$ cat src/rtl/vga_timing_pkg.sv
`default_nettype none
// ============================================================================
//  Module      : vga_timing_pkg
//  Description : Shared types, video mode constants and a sync polarity
//                helper for the VGA timing generator.
//  Contents    : timing_t        - active/porch/sync sizes plus polarities
//                MODE_*          - common video modes
//                polarise()      - maps an active-high sync to its pin level
//  Revision    : 1.0 - initial release
// ============================================================================
package vga_timing_pkg;

    typedef struct packed {
        logic [15:0] h_active;
        logic [15:0] h_fp;
        logic [15:0] h_sync;
        logic [15:0] h_bp;
        logic [15:0] v_active;
        logic [15:0] v_fp;
        logic [15:0] v_sync;
        logic [15:0] v_bp;
        logic        hs_pol;
        logic        vs_pol;
    } timing_t;

    localparam timing_t MODE_1024x768 = '{
        h_active: 16'd1024, h_fp: 16'd24,  h_sync: 16'd136, h_bp: 16'd160,
        v_active: 16'd768,  v_fp: 16'd3,   v_sync: 16'd6,   v_bp: 16'd29,
        hs_pol:   1'b0,     vs_pol: 1'b0
    };

    localparam timing_t MODE_640x480 = '{
        h_active: 16'd640,  h_fp: 16'd16,  h_sync: 16'd96,  h_bp: 16'd48,
        v_active: 16'd480,  v_fp: 16'd10,  v_sync: 16'd2,   v_bp: 16'd33,
        hs_pol:   1'b0,     vs_pol: 1'b0
    };

    localparam timing_t MODE_1280x720 = '{
        h_active: 16'd1280, h_fp: 16'd110, h_sync: 16'd40,  h_bp: 16'd220,
        v_active: 16'd720,  v_fp: 16'd5,   v_sync: 16'd5,   v_bp: 16'd20,
        hs_pol:   1'b1,     vs_pol: 1'b1
    };

    // Active-high "in sync" flag to the level driven on the pin:
    // pol=0 gives an active-low pulse, pol=1 an active-high pulse.
    function automatic logic polarise(input logic active, input logic pol);
        return active ^ ~pol;
    endfunction

endpackage : vga_timing_pkg
`default_nettype wire

$ cat src/rtl/vga_timing_gen_pipe_delay.sv
`default_nettype none
// ============================================================================
//  Module      : pipe_delay
//  Description : Enable-gated shift register of DEPTH stages, WIDTH bits wide.
//                DEPTH=0 is a plain wire-through with no register.
//  Ports       : clk    in  1      clock
//                rst_n  in  1      synchronous reset, active-low; loads RST_VAL
//                i_en   in  1      advance enable; 0 holds every stage
//                i_d    in  WIDTH  data in
//                o_q    out WIDTH  data out, DEPTH enabled cycles later
//  Revision    : 1.0 - initial release
// ============================================================================
module pipe_delay #(
    parameter int unsigned      WIDTH   = 1,
    parameter int unsigned      DEPTH   = 0,
    parameter logic [WIDTH-1:0] RST_VAL = '0
) (
    input  logic             clk,
    input  logic             rst_n,
    input  logic             i_en,
    input  logic [WIDTH-1:0] i_d,
    output logic [WIDTH-1:0] o_q
);

    if (DEPTH == 0) begin : g_wire
        assign o_q = i_d;

        // Control inputs are meaningless without a register.
        logic w_unused;
        assign w_unused = &{1'b0, clk, rst_n, i_en};
    end else begin : g_shift
        logic [WIDTH-1:0] r_stage [DEPTH];

        always_ff @(posedge clk) begin
            if (!rst_n) begin
                for (int i = 0; i < int'(DEPTH); i++) begin
                    r_stage[i] <= RST_VAL;
                end
            end else if (i_en) begin
                r_stage[0] <= i_d;
                for (int i = 1; i < int'(DEPTH); i++) begin
                    r_stage[i] <= r_stage[i-1];
                end
            end
        end

        assign o_q = r_stage[DEPTH-1];
    end

endmodule : pipe_delay
`default_nettype wire

$ cat src/rtl/vga_timing_gen.sv
`default_nettype none
// ============================================================================
//  Module      : vga_timing_gen
//  Description : Parametrised VGA timing generator. Produces pixel/line
//                counters, polarity-corrected syncs, blank and frame markers.
//                Sync/blank are delayed DELAY enabled cycles to line up with a
//                pixel pipeline of known latency.
//  Ports       : pixel_clk_in     in  1        pixel clock
//                rst_n_in         in  1        synchronous reset, active-low
//                en_in            in  1        advance enable; 0 freezes state
//                hcount_out       out HW       pixel index on line (undelayed)
//                vcount_out       out VW       line index (undelayed)
//                hsync_out        out 1        hsync at HS_POL level (delayed)
//                vsync_out        out 1        vsync at VS_POL level (delayed)
//                blank_out        out 1        1 outside active area (delayed)
//                frame_start_out  out 1        pulse at (0,0) while enabled
//                frame_count_out  out FRAME_W  completed frames, wrapping
//  Revision    : 1.0 - initial release
// ============================================================================
module vga_timing_gen
    import vga_timing_pkg::*;
#(
    parameter int unsigned H_ACTIVE = 1024,
    parameter int unsigned H_FP     = 24,
    parameter int unsigned H_SYNC   = 136,
    parameter int unsigned H_BP     = 160,
    parameter int unsigned V_ACTIVE = 768,
    parameter int unsigned V_FP     = 3,
    parameter int unsigned V_SYNC   = 6,
    parameter int unsigned V_BP     = 29,
    parameter bit          HS_POL   = 1'b0,
    parameter bit          VS_POL   = 1'b0,
    parameter int unsigned DELAY    = 0,
    parameter int unsigned FRAME_W  = 16,
    localparam int unsigned H_TOTAL = H_ACTIVE + H_FP + H_SYNC + H_BP,
    localparam int unsigned V_TOTAL = V_ACTIVE + V_FP + V_SYNC + V_BP,
    localparam int unsigned HW      = $clog2(H_TOTAL),
    localparam int unsigned VW      = $clog2(V_TOTAL)
) (
    input  logic               pixel_clk_in,
    input  logic               rst_n_in,
    input  logic               en_in,
    output logic [HW-1:0]      hcount_out,
    output logic [VW-1:0]      vcount_out,
    output logic               hsync_out,
    output logic               vsync_out,
    output logic               blank_out,
    output logic               frame_start_out,
    output logic [FRAME_W-1:0] frame_count_out
);

    // ------------------------------------------------------------------------
    // Parameter sanity
    // ------------------------------------------------------------------------
    if (H_FP < 1 || H_SYNC < 1 || H_BP < 1 ||
        V_FP < 1 || V_SYNC < 1 || V_BP < 1) begin : g_chk_porch
        $error("vga_timing_gen: every porch and sync width must be >= 1");
    end

    if (H_ACTIVE < 1 || V_ACTIVE < 1) begin : g_chk_active
        $error("vga_timing_gen: active width and height must be >= 1");
    end

    if (DELAY > 15) begin : g_chk_delay
        $error("vga_timing_gen: DELAY must be in 0..15");
    end

    // ------------------------------------------------------------------------
    // Decode boundaries, sized to the counters
    // ------------------------------------------------------------------------
    localparam logic [HW-1:0] c_H_LAST     = HW'(H_TOTAL - 1);
    localparam logic [HW-1:0] c_H_ACT      = HW'(H_ACTIVE);
    localparam logic [HW-1:0] c_HS_FIRST   = HW'(H_ACTIVE + H_FP);
    localparam logic [HW-1:0] c_HS_LAST    = HW'(H_ACTIVE + H_FP + H_SYNC - 1);
    localparam logic [VW-1:0] c_V_LAST     = VW'(V_TOTAL - 1);
    localparam logic [VW-1:0] c_V_ACT      = VW'(V_ACTIVE);
    localparam logic [VW-1:0] c_VS_FIRST   = VW'(V_ACTIVE + V_FP);
    localparam logic [VW-1:0] c_VS_LAST    = VW'(V_ACTIVE + V_FP + V_SYNC - 1);

    // Delay-line flush value: both syncs at their inactive level, blanked.
    localparam logic [2:0]    c_FLUSH      = {~HS_POL, ~VS_POL, 1'b1};

    // ------------------------------------------------------------------------
    // Counters: the raster position is the whole frame state
    // ------------------------------------------------------------------------
    logic [HW-1:0]      r_hcount;
    logic [VW-1:0]      r_vcount;
    logic [FRAME_W-1:0] r_frame_count;
    logic               w_h_last;
    logic               w_v_last;

    assign w_h_last = (r_hcount == c_H_LAST);
    assign w_v_last = (r_vcount == c_V_LAST);

    always_ff @(posedge pixel_clk_in) begin
        if (!rst_n_in) begin
            r_hcount      <= '0;
            r_vcount      <= '0;
            r_frame_count <= '0;
        end else if (en_in) begin
            if (w_h_last) begin
                r_hcount <= '0;
                if (w_v_last) begin
                    r_vcount      <= '0;
                    r_frame_count <= r_frame_count + 1'b1;
                end else begin
                    r_vcount <= r_vcount + 1'b1;
                end
            end else begin
                r_hcount <= r_hcount + 1'b1;
            end
        end
    end

    // ------------------------------------------------------------------------
    // Raw decode and polarity
    // ------------------------------------------------------------------------
    logic       w_hs_raw;
    logic       w_vs_raw;
    logic       w_blank_raw;
    logic [2:0] w_raw;
    logic [2:0] w_dly;

    assign w_hs_raw    = (r_hcount >= c_HS_FIRST) && (r_hcount <= c_HS_LAST);
    assign w_vs_raw    = (r_vcount >= c_VS_FIRST) && (r_vcount <= c_VS_LAST);
    assign w_blank_raw = (r_hcount >= c_H_ACT) || (r_vcount >= c_V_ACT);

    // Polarity is applied before the delay so the flush value is simply the
    // inactive pin level.
    assign w_raw = {polarise(w_hs_raw, HS_POL),
                    polarise(w_vs_raw, VS_POL),
                    w_blank_raw};

    // Advancing only on en_in keeps the delayed outputs aligned with the
    // counters across stalls.
    pipe_delay #(
        .WIDTH   (3),
        .DEPTH   (DELAY),
        .RST_VAL (c_FLUSH)
    ) u_pipe_delay (
        .clk   (pixel_clk_in),
        .rst_n (rst_n_in),
        .i_en  (en_in),
        .i_d   (w_raw),
        .o_q   (w_dly)
    );

    assign hsync_out       = w_dly[2];
    assign vsync_out       = w_dly[1];
    assign blank_out       = w_dly[0];

    assign hcount_out      = r_hcount;
    assign vcount_out      = r_vcount;
    assign frame_count_out = r_frame_count;
    assign frame_start_out = en_in && (r_hcount == '0) && (r_vcount == '0);

endmodule : vga_timing_gen
`default_nettype wire
$ cat config.mk
export PLATFORM = sky130hd
export DESIGN_NAME = vga_timing_gen
export DESIGN_NICKNAME = d
export VERILOG_FILES = /design/src/rtl/vga_timing_pkg.sv /design/src/rtl/vga_timing_gen_pipe_delay.sv /design/src/rtl/vga_timing_gen.sv
export SDC_FILE = /design/constraint.sdc
export NUM_CORES = 1
export LEC_CHECK = 0
export BUFFER_PORTS_ARGS = -buffer_cell sky130_fd_sc_hd__buf_2
export CAP_MARGIN = 15
export CORE_ASPECT_RATIO = 1.25
export CORE_UTILIZATION = 25
export CTS_CLUSTER_SIZE = 25
export DETAILED_ROUTE_END_ITERATION = 16
export GPL_ROUTABILITY_DRIVEN = 0
export PLACE_DENSITY_LB_ADDON = 0.25
export SLEW_MARGIN = 10
export SYNTH_ARGS = -nofsm -noshare
export SYNTH_HDL_FRONTEND = slang
export SYNTH_SLANG_ARGS = --single-unit
$ cat constraint.sdc
create_clock -name pixel_clk_in -period 3.3 [get_ports pixel_clk_in]
set_input_delay 0.66 -clock pixel_clk_in [delete_from_list [all_inputs] [get_ports pixel_clk_in]]
set_output_delay 0.66 -clock pixel_clk_in [all_outputs]
set_load 0.05 [all_outputs]
* Yosys cells after proc, flatten, opt, wreduce, memory -nomap -nowiden
Cells that the tools add are included.
** Word-level totals
- Register bits :: 37
- Input bits :: 3
- Output and inout port bits :: 41
- Logic and storage cells :: 27
** Cells by class
- Add/subtract/negate cells :: 3
- Order comparisons :: 6
- Equality and inequality tests :: 2
- Multiplexer cells :: 2
- Bitwise logic cells :: 2
- Reductions and logical operators :: 9
** Operator list (number)
- $ge A11 B11 Y1 const B :: 2
- $ge A10 B10 Y1 const B :: 2
- $add A16 B1 Y16 const B :: 1
- $add A11 B1 Y11 const B :: 1
- $eq A11 B11 Y1 const B :: 1
- $le A11 B11 Y1 const B :: 1
- $logic_not A11 Y1 :: 1
- $mux W11 :: 1
- $add A10 B1 Y10 const B :: 1
- $eq A10 B10 Y1 const B :: 1
- $le A10 B10 Y1 const B :: 1
- $logic_not A10 Y1 :: 1
- $mux W10 :: 1
- $logic_and A1 B1 Y1 :: 4
- $reduce_and A3 Y1 :: 1
- $not A1 Y1 :: 2
- $reduce_and A2 Y1 :: 1
- $logic_or A1 B1 Y1 :: 1

* Longest topological paths before layout
Gate-level depths: netlist of the first run.
- Word-level depth :: 3
- Mapped depth :: 8
- Mapped depth without buffers :: 6

* Cells and area by module
From an unflattened synthesis of the first run, not the netlist that was laid out.
** Unflattened totals
- Cell total of the unflattened synthesis :: 248
- Area total of the unflattened synthesis :: 2044.5 µm²
** By module, submodules not included
- vga_timing_gen :: times used 1, cells each 245, area each 2021.9 µm², seq. area each 740.7 µm²
- pipe_delay :: times used 1, cells each 3, area each 22.5 µm², seq. area each 0.0 µm²

* Worst setup path after synthesis of the first run
No wires, ideal clock.
- Path kind :: register to output
- From :: reg r_vcount[0], in the netlist vcount_out[0]
- To :: out frame_start_out
- Arrival :: 2.182 ns
- Data required time :: 2.640 ns
- Slack :: 0.458 ns
- Cell stages (with the launch flop) :: 7
- Cell sequence :: dfxtp_1 -> inv_1 -> ha_1 -> nand2b_1 -> nor3b_1 -> nand4_1 -> nor3_1
** On the way
- Cells in the longest elaborated chain, start to end :: 2
** Ends and longest elaborated chain
- start: declaration :: line vga_timing_gen.sv:87 : logic [VW-1:0] r_vcount;
- start signal: assignment :: line vga_timing_gen.sv:107 : r_vcount <= r_vcount + 1'b1;
- $logic_not A10 Y1 :: line vga_timing_gen.sv:155 : assign frame_start_out = en_in && (r_hcount == '0) && (r_vcount == '0);
- $logic_and A1 B1 Y1 :: line vga_timing_gen.sv:155
- end: declaration :: line vga_timing_gen.sv:48 : output logic frame_start_out,
No other way between the ends.

* Worst setup path in the final report of the first run
- From :: reg r_vcount[0], in the netlist vcount_out[0]
- To :: out vsync_out
** On the way
- Cells in the longest elaborated chain, start to end :: 3
** Ends and longest elaborated chain
- $ge A10 B10 Y1 or $le A10 B10 Y1 (tied branches) :: line vga_timing_gen.sv:125 : assign w_vs_raw = (r_vcount >= c_VS_FIRST) && (r_vcount <= c_VS_LAST);
- $logic_and A1 B1 Y1 (*) :: line vga_timing_gen.sv:125
- $not A1 Y1 (no line) (*)
- end: declaration :: line vga_timing_gen.sv:46 : output logic vsync_out,
Mark *: on every way between the ends. The rest lies on a longest branch, timed or not.

==> impl_metrics.toml, run 1 <==
[clock_tree]
numCtsBuffers = 5
cts.clk_slew.worst_paths_ns = 0.08
cts_sinks = 37
cts_root_buf = "clkbuf_8"
post_cts_resized = 0
h-tree-depth = 2
postCtsHoldBufs = 0
cts_buffer_depth = 2
cts_tree = "yes"
postCtsSetupBuffers = 0
clock_latency_ns = 0.30

[outcome]
status = "complete, no violations"

[place]
placed_cell_area_um2 = 2275
place_hpwl_mm = 3.608
post-place-ws_ns = 0.7017
io_buffers = 43

[floorplanning]
core_area_um2 = 7838
die_y_um = 102.5
row_count = 36
initial_core_util = 0.2580
die_area_um2 = 8453
fp.dieW_um = 82.44
io_pins = 44

[pwr]
vdd.ir_drop.worst_mv = 0.1803
p_sw_frac = 0.2386
p_comb_frac = 0.051
p_leak_nw = 0.8905
seqPwrFrac = 0.532
clkPwrFrac = 0.418
p_int_mw = 0.6489
p_per_area_nw_per_um2 = 358.7
switchingPower_mw = 0.2033

[drt]
drc = 0
dr.pass1.iters = 4
dr_wl_met3_um = 317
wl_met1_mm = 2.596
wl_per_cell_um = 14.34
top_layer = "met4"
wl_met2_mm = 2.371
vias = 1953
drtAntennaViolNets = 0
routed_wl_mm = 5.348
drt_iter0_markers = 114
avgViaCountPerCell = 5.236

[critical_path]
critPathKind = "reg2out"
arrival_ns = 1.85
critPathCaptureType = "output pin"
crit_path_start_kind = "flip-flop"
cp.required_ns = 2.64
rrSetupSlack_ns = 0.90
path_max_fanout = 7

[synth]
synthArstFlopShare = 0
postSynthCellCount = 245
ys_seq_area_frac = 0.3663
syn-cell-area_um2 = 2022
synth_edf_count = 0
ys_warn_count = 0
synth_compound_area_frac = 0.1578
syn_area_per_cell_um2 = 8.253
synth_nets = 254
synth_top_family_by_area = "simple AND/OR/NAND/NOR gates"
synth_xor_area_frac = 0.04332
synth_ff_type = "dfxtp_1"
synth_seq_cells = 37
synthDistinctLibCells = 39
muxShareOfSynthArea = 0.01485
synthSimpleGateAreaFrac = 0.3218
synth_fa_ha_area_frac = 0.03713

[layout]
fin_nets = 286
synthToLayoutAreaGrowth_pct = 17.51
n_antenna_cell = 0
postLayoutCoreUtil = 0.3032
drive_above_1_share = 0.1942
fill_cells = 869
final_area_um2 = 2376

[grt]
grt_antenna_before_repair = 0
grtUsageTotal = 0.1316
grt_first_pass_wirelength_mm = 8.438
grt_max_degree = 50
gr-total-overflow = 0
grt_pass1_vias = 1685

[job]
cap_violations = 0

[sta]
setup_viol = 0
tightest_slew_ns = 0.6677
finalSetupTns_ns = 0
slew_headroom = 0.5507
holdWs_ns = 0.4787
hold_violations = 0
fmax_mhz = 398.3
post-route-period-util = 0.7609
rsz0062_at_grt = "no"
fin_worst_skew_ns = 0.008066
period_minus_slack_ns = 2.511
slew_viol_final = 0
worst_slack_ns = 0.7892

[worst_hold_path]
worstHoldPathType = "reg2reg"
final timing paths:
kind / from / endpoint / depth (start not counted)
max: vcount_out[0]$_SDFFE_PN0P_ / vsync_out / 5
min: frame_count_out[15]$_SDFFE_PN0P_ / frame_count_out[15]$_SDFFE_PN0P_ / 2
max reg2reg: hcount_out[0]$_SDFFE_PN0P_ / vcount_out[2]$_SDFFE_PN0P_ / 5
min reg2reg: frame_count_out[15]$_SDFFE_PN0P_ / frame_count_out[15]$_SDFFE_PN0P_ / 2
layer usage:
layer  track usage  up-vias
li1              -      985
met1        0.1699      907
met2        0.2053       55
met3       0.04159        6
met4       0.04453        0
met5             0        -
cells by family (layout without fill, tap and decap cells):
| logic type | Yosys count | after routing |
|---|---|---|
| and+or+nand+nor | 112 | 112 |
| AOI/OAI and AO/OA | 50 | 50 |
| DFF | 37 | 37 |
| buffers and inverters | 27 | 60 |
| xor gates and xnor gates | 10 | 10 |
| adders and majority gates | 6 | 6 |
| muxes | 3 | 3 |
final cells by class:
cell class,instances,area (um^2),area share
Inverter,8,30.03,0.01264
Clock buffer,7,96.34,0.04055
Sequential cell,37,740.7,0.3117
Multi-Input combinational cell,181,1162,0.4892
Clock inverter,1,5.005,0.002106
Tap cell,95,118.9,0.05003
Timing Repair Buffer,44,222.7,0.09373
flip-flops by register name, summed over array words and instances (netlist names):
name,cells
hcount_out,11
vcount_out,10
frame_count_out,16
cell usage after synthesis (7+ instances only):
cell,n,share of area
or4_1,14,0.052
inv_1,8,0.015
nand4_1,12,0.037
clkbuf_1,13,0.024
dfxtp_1,37,0.37
nor4_1,7,0.022
nor2_1,14,0.026
nand2_1,19,0.035
xnor2_1,7,0.030
nand3_1,13,0.032
a21oi_1,21,0.052
o31ai_1,15,0.056
power by group through the flow:
stage | registers [mW] | logic (mW) | clock network (mW)
after floorplan | 0.472 | 0.0253 | 0
after global placement | 0.463 | 0.0438 | 0
after detailed placement | 0.464 | 0.0437 | 0
after CTS | 0.453 | 0.0438 | 0.369
after global routing | 0.453 | 0.0466 | 0.388
final | 0.453 | 0.0431 | 0.356
placed cells by master (no fill, tap or decap), types with 2 or more instances in the layout:
master	n
ha_1	6
nor3_1	5
buf_2	43
xnor2_1	7
nand2b_1	6
and4_1	4
o311ai_0	2
nor3b_1	2
clkbuf_8	7
or3_1	6
nor2_1	14
nor4_1	7
a21oi_1	21
dfxtp_1	37
mux2i_1	3
and3_1	2
nand2_1	19
nand3_1	13
nand4_1	12
or4_1	14
o31ai_1	15
o21ai_0	5
and2_1	2
xor2_1	3
o41ai_1	2
inv_1	8
stage by stage:
stage	std cells	total power, mW
2_1_floorplan	245	0.4970
3_3_place_gp	365	0.5072
3_5_place_dp	365	0.5073
4_1_cts	373	0.8658
5_1_grt	373	0.8878
6_report	373	0.8522
critical path, stage by stage, from the launching register on:
cell and delay (ns):
dfxtp_1 0.45, ha_1 0.27, nor3_1 0.06, a2111oi_0 0.39, nand3_1 0.14, buf_2 0.23
Power figures use the tool's default switching activity.
==> inputs of run 2 (changes only) <==
- clock period: 3.3 -> 2.05 ns (I/O delays scaled with it)
==> run 2 against run 1 <==
  * Critical endpoint is now vcount_out[5]$_SDFFE_PN0P_
  * Count of clock-buffer cells in the layout is 1 higher
  * Via count is 8.9% higher
  * Die area did not move
  * Sequential power increased by 60%
  * Largest cell class unchanged
==> impl_metrics.toml, run 2 (same netlist as run 1, synthesis figures left out) <==
[sta]
hold_violations = 0
period_minus_slack_ns = 2.009
fmax_mhz = 497.8
fin_worst_skew_ns = 0.01431
tightest_slew_ns = 0.5577
finalSetupTns_ns = 0
post-route-period-util = 0.9800
rsz0062_at_grt = "yes"
setup_viol = 0
slew_headroom = 0.6278
slew_viol_final = 0

[place]
place_hpwl_mm = 4.131
io_buffers = 43

[worst_hold_path]
worstHoldPathType = "in2reg"

[layout]
postLayoutCoreUtil = 0.3527
fin_nets = 312
layout_commonest_cell = "buf_2"
largest_register_ff_count = 16
drive_above_1_share = 0.3783
final_cell_mix = "buf_2 (40), buf_4 (24), a21oi_1 (21)"
synthToLayoutAreaGrowth_pct = 36.70
n_antenna_cell = 0

[floorplanning]
row_count = 36
core_area_um2 = 7838
die_y_um = 102.5
initial_core_util = 0.2580
io_pins = 44
fp.dieW_um = 82.44
die_area_um2 = 8453

[critical_path]
path_cells = "nand4bb_4 > or4_2 > or4_1 > a21oi_1"
crit_path_start_kind = "flip-flop"
cp.required_ns = 2.27
arrival_ns = 2.23
path_max_fanout = 6
crit_path_top_delay_cell = "or4_2"
crit_buf_inv = 0
slowest_delay_ns = 0.75
critPathKind = "reg2reg"
crit_family = "simple AND/OR/NAND/NOR gates"
critPathCaptureType = "flip-flop"

[grt]
grt_antenna_before_repair = 0
grt_first_pass_wirelength_mm = 9.384
grt_pass1_vias = 1906
gr-total-overflow = 0
grt_max_degree = 20
grtUsageTotal = 0.1452

[pwr]
p_leak_nw = 1.040
vdd.ir_drop.worst_mv = 0.2501
p_per_area_nw_per_um2 = 491.8

[outcome]
status = "complete, no violations"

[clock_tree]
cts_tree = "yes"
cts.clk_slew.worst_paths_ns = 0.07
postCtsHoldBufs = 0
cts_sinks = 37
clock_latency_ns = 0.30
cts_root_buf = "clkbuf_8"
h-tree-depth = 2
cts_buffer_depth = 2
numCtsBuffers = 5

[drt]
drtAntennaViolNets = 0
dr.pass1.iters = 4
vias = 2126
drt_iter0_markers = 62
wl_per_cell_um = 15.00
routed_wl_mm = 5.984
drc = 0
avgViaCountPerCell = 5.328

[job]
cap_violations = 0
==> run 2: cell count changes in the layout (fill, tap and decap cells not counted), moves of 3 or more <==
cell / change
buf_2: -3
buf_4: +23
buf_6: +4
dfxtp_1: -18
dfxtp_2: +10
dfxtp_4: +8
ha_1: -4
ha_4: +3
inv_1: -4
==> run 2: power by group <==
group	internal (mW)	leakage, nW	switching (mW)	total, mW
clock	0.275	0.0455	0.270	0.545
combinational	0.0324	0.685	0.0590	0.0914
sequential	0.715	0.310	0.00799	0.723
==> run 2: repair_timing <==
action | in CTS | in global routing
resized for setup | 25 | 7
setup buffers | 3 | 1
endpoints found under the setup margin | 2 | 16
gates cloned | 0 | 1
pin swaps | 7 | 5
==> run 2: stage by stage <==
step / power [mW] / hold WS [ns] / area (um^2) / cells / setup slack (ns)
2_1_floorplan: 0.8005 / 0.5599 / 2108 / 245 / -0.01879
3_3_place_gp: 0.8218 / 0.4538 / 2507 / 387 / -0.04579
3_5_place_dp: 0.8225 / 0.4776 / 2507 / 387 / -0.03486
4_1_cts: 1.375 / 0.4570 / 2715 / 397 / 0.004215
5_1_grt: 1.418 / 0.4716 / 2764 / 399 / -0.007952
6_report: 1.359 / 0.4554 / 2764 / 399 / 0.04096
==> run 2: final timing paths <==
path | from | endpoint | slack, ns | depth (start not counted)
max reg2reg | hcount_out[9]$_SDFFE_PN0P_ | vcount_out[5]$_SDFFE_PN0P_ | 0.04 | 4
max | hcount_out[9]$_SDFFE_PN0P_ | vcount_out[5]$_SDFFE_PN0P_ | 0.04 | 4
min | rst_n_in | frame_count_out[10]$_SDFFE_PN0P_ | 0.46 | 2
min reg2reg | frame_count_out[15]$_SDFFE_PN0P_ | frame_count_out[15]$_SDFFE_PN0P_ | 0.48 | 2
==> run 2: metal layers <==
layer  vias to the layer above  wire, um  GRT usage
li1                       1040         -          -
met1                      1024      2787     0.1777
met2                        54      2859     0.2543
met3                         8       257    0.02832
met4                         0        80    0.04184
met5                         -         0          0
==> run 2: layout make-up <==
| type | count | area [um^2] |
|---|---|---|
| timing repair buffer | 69 | 432.9 |
| inverter | 8 | 35.03 |
| tap | 95 | 118.9 |
| multi-input combinational | 182 | 1304 |
| sequential | 37 | 783.3 |
| clock buffer | 8 | 90.09 |
| fill | 839 | 5074 |
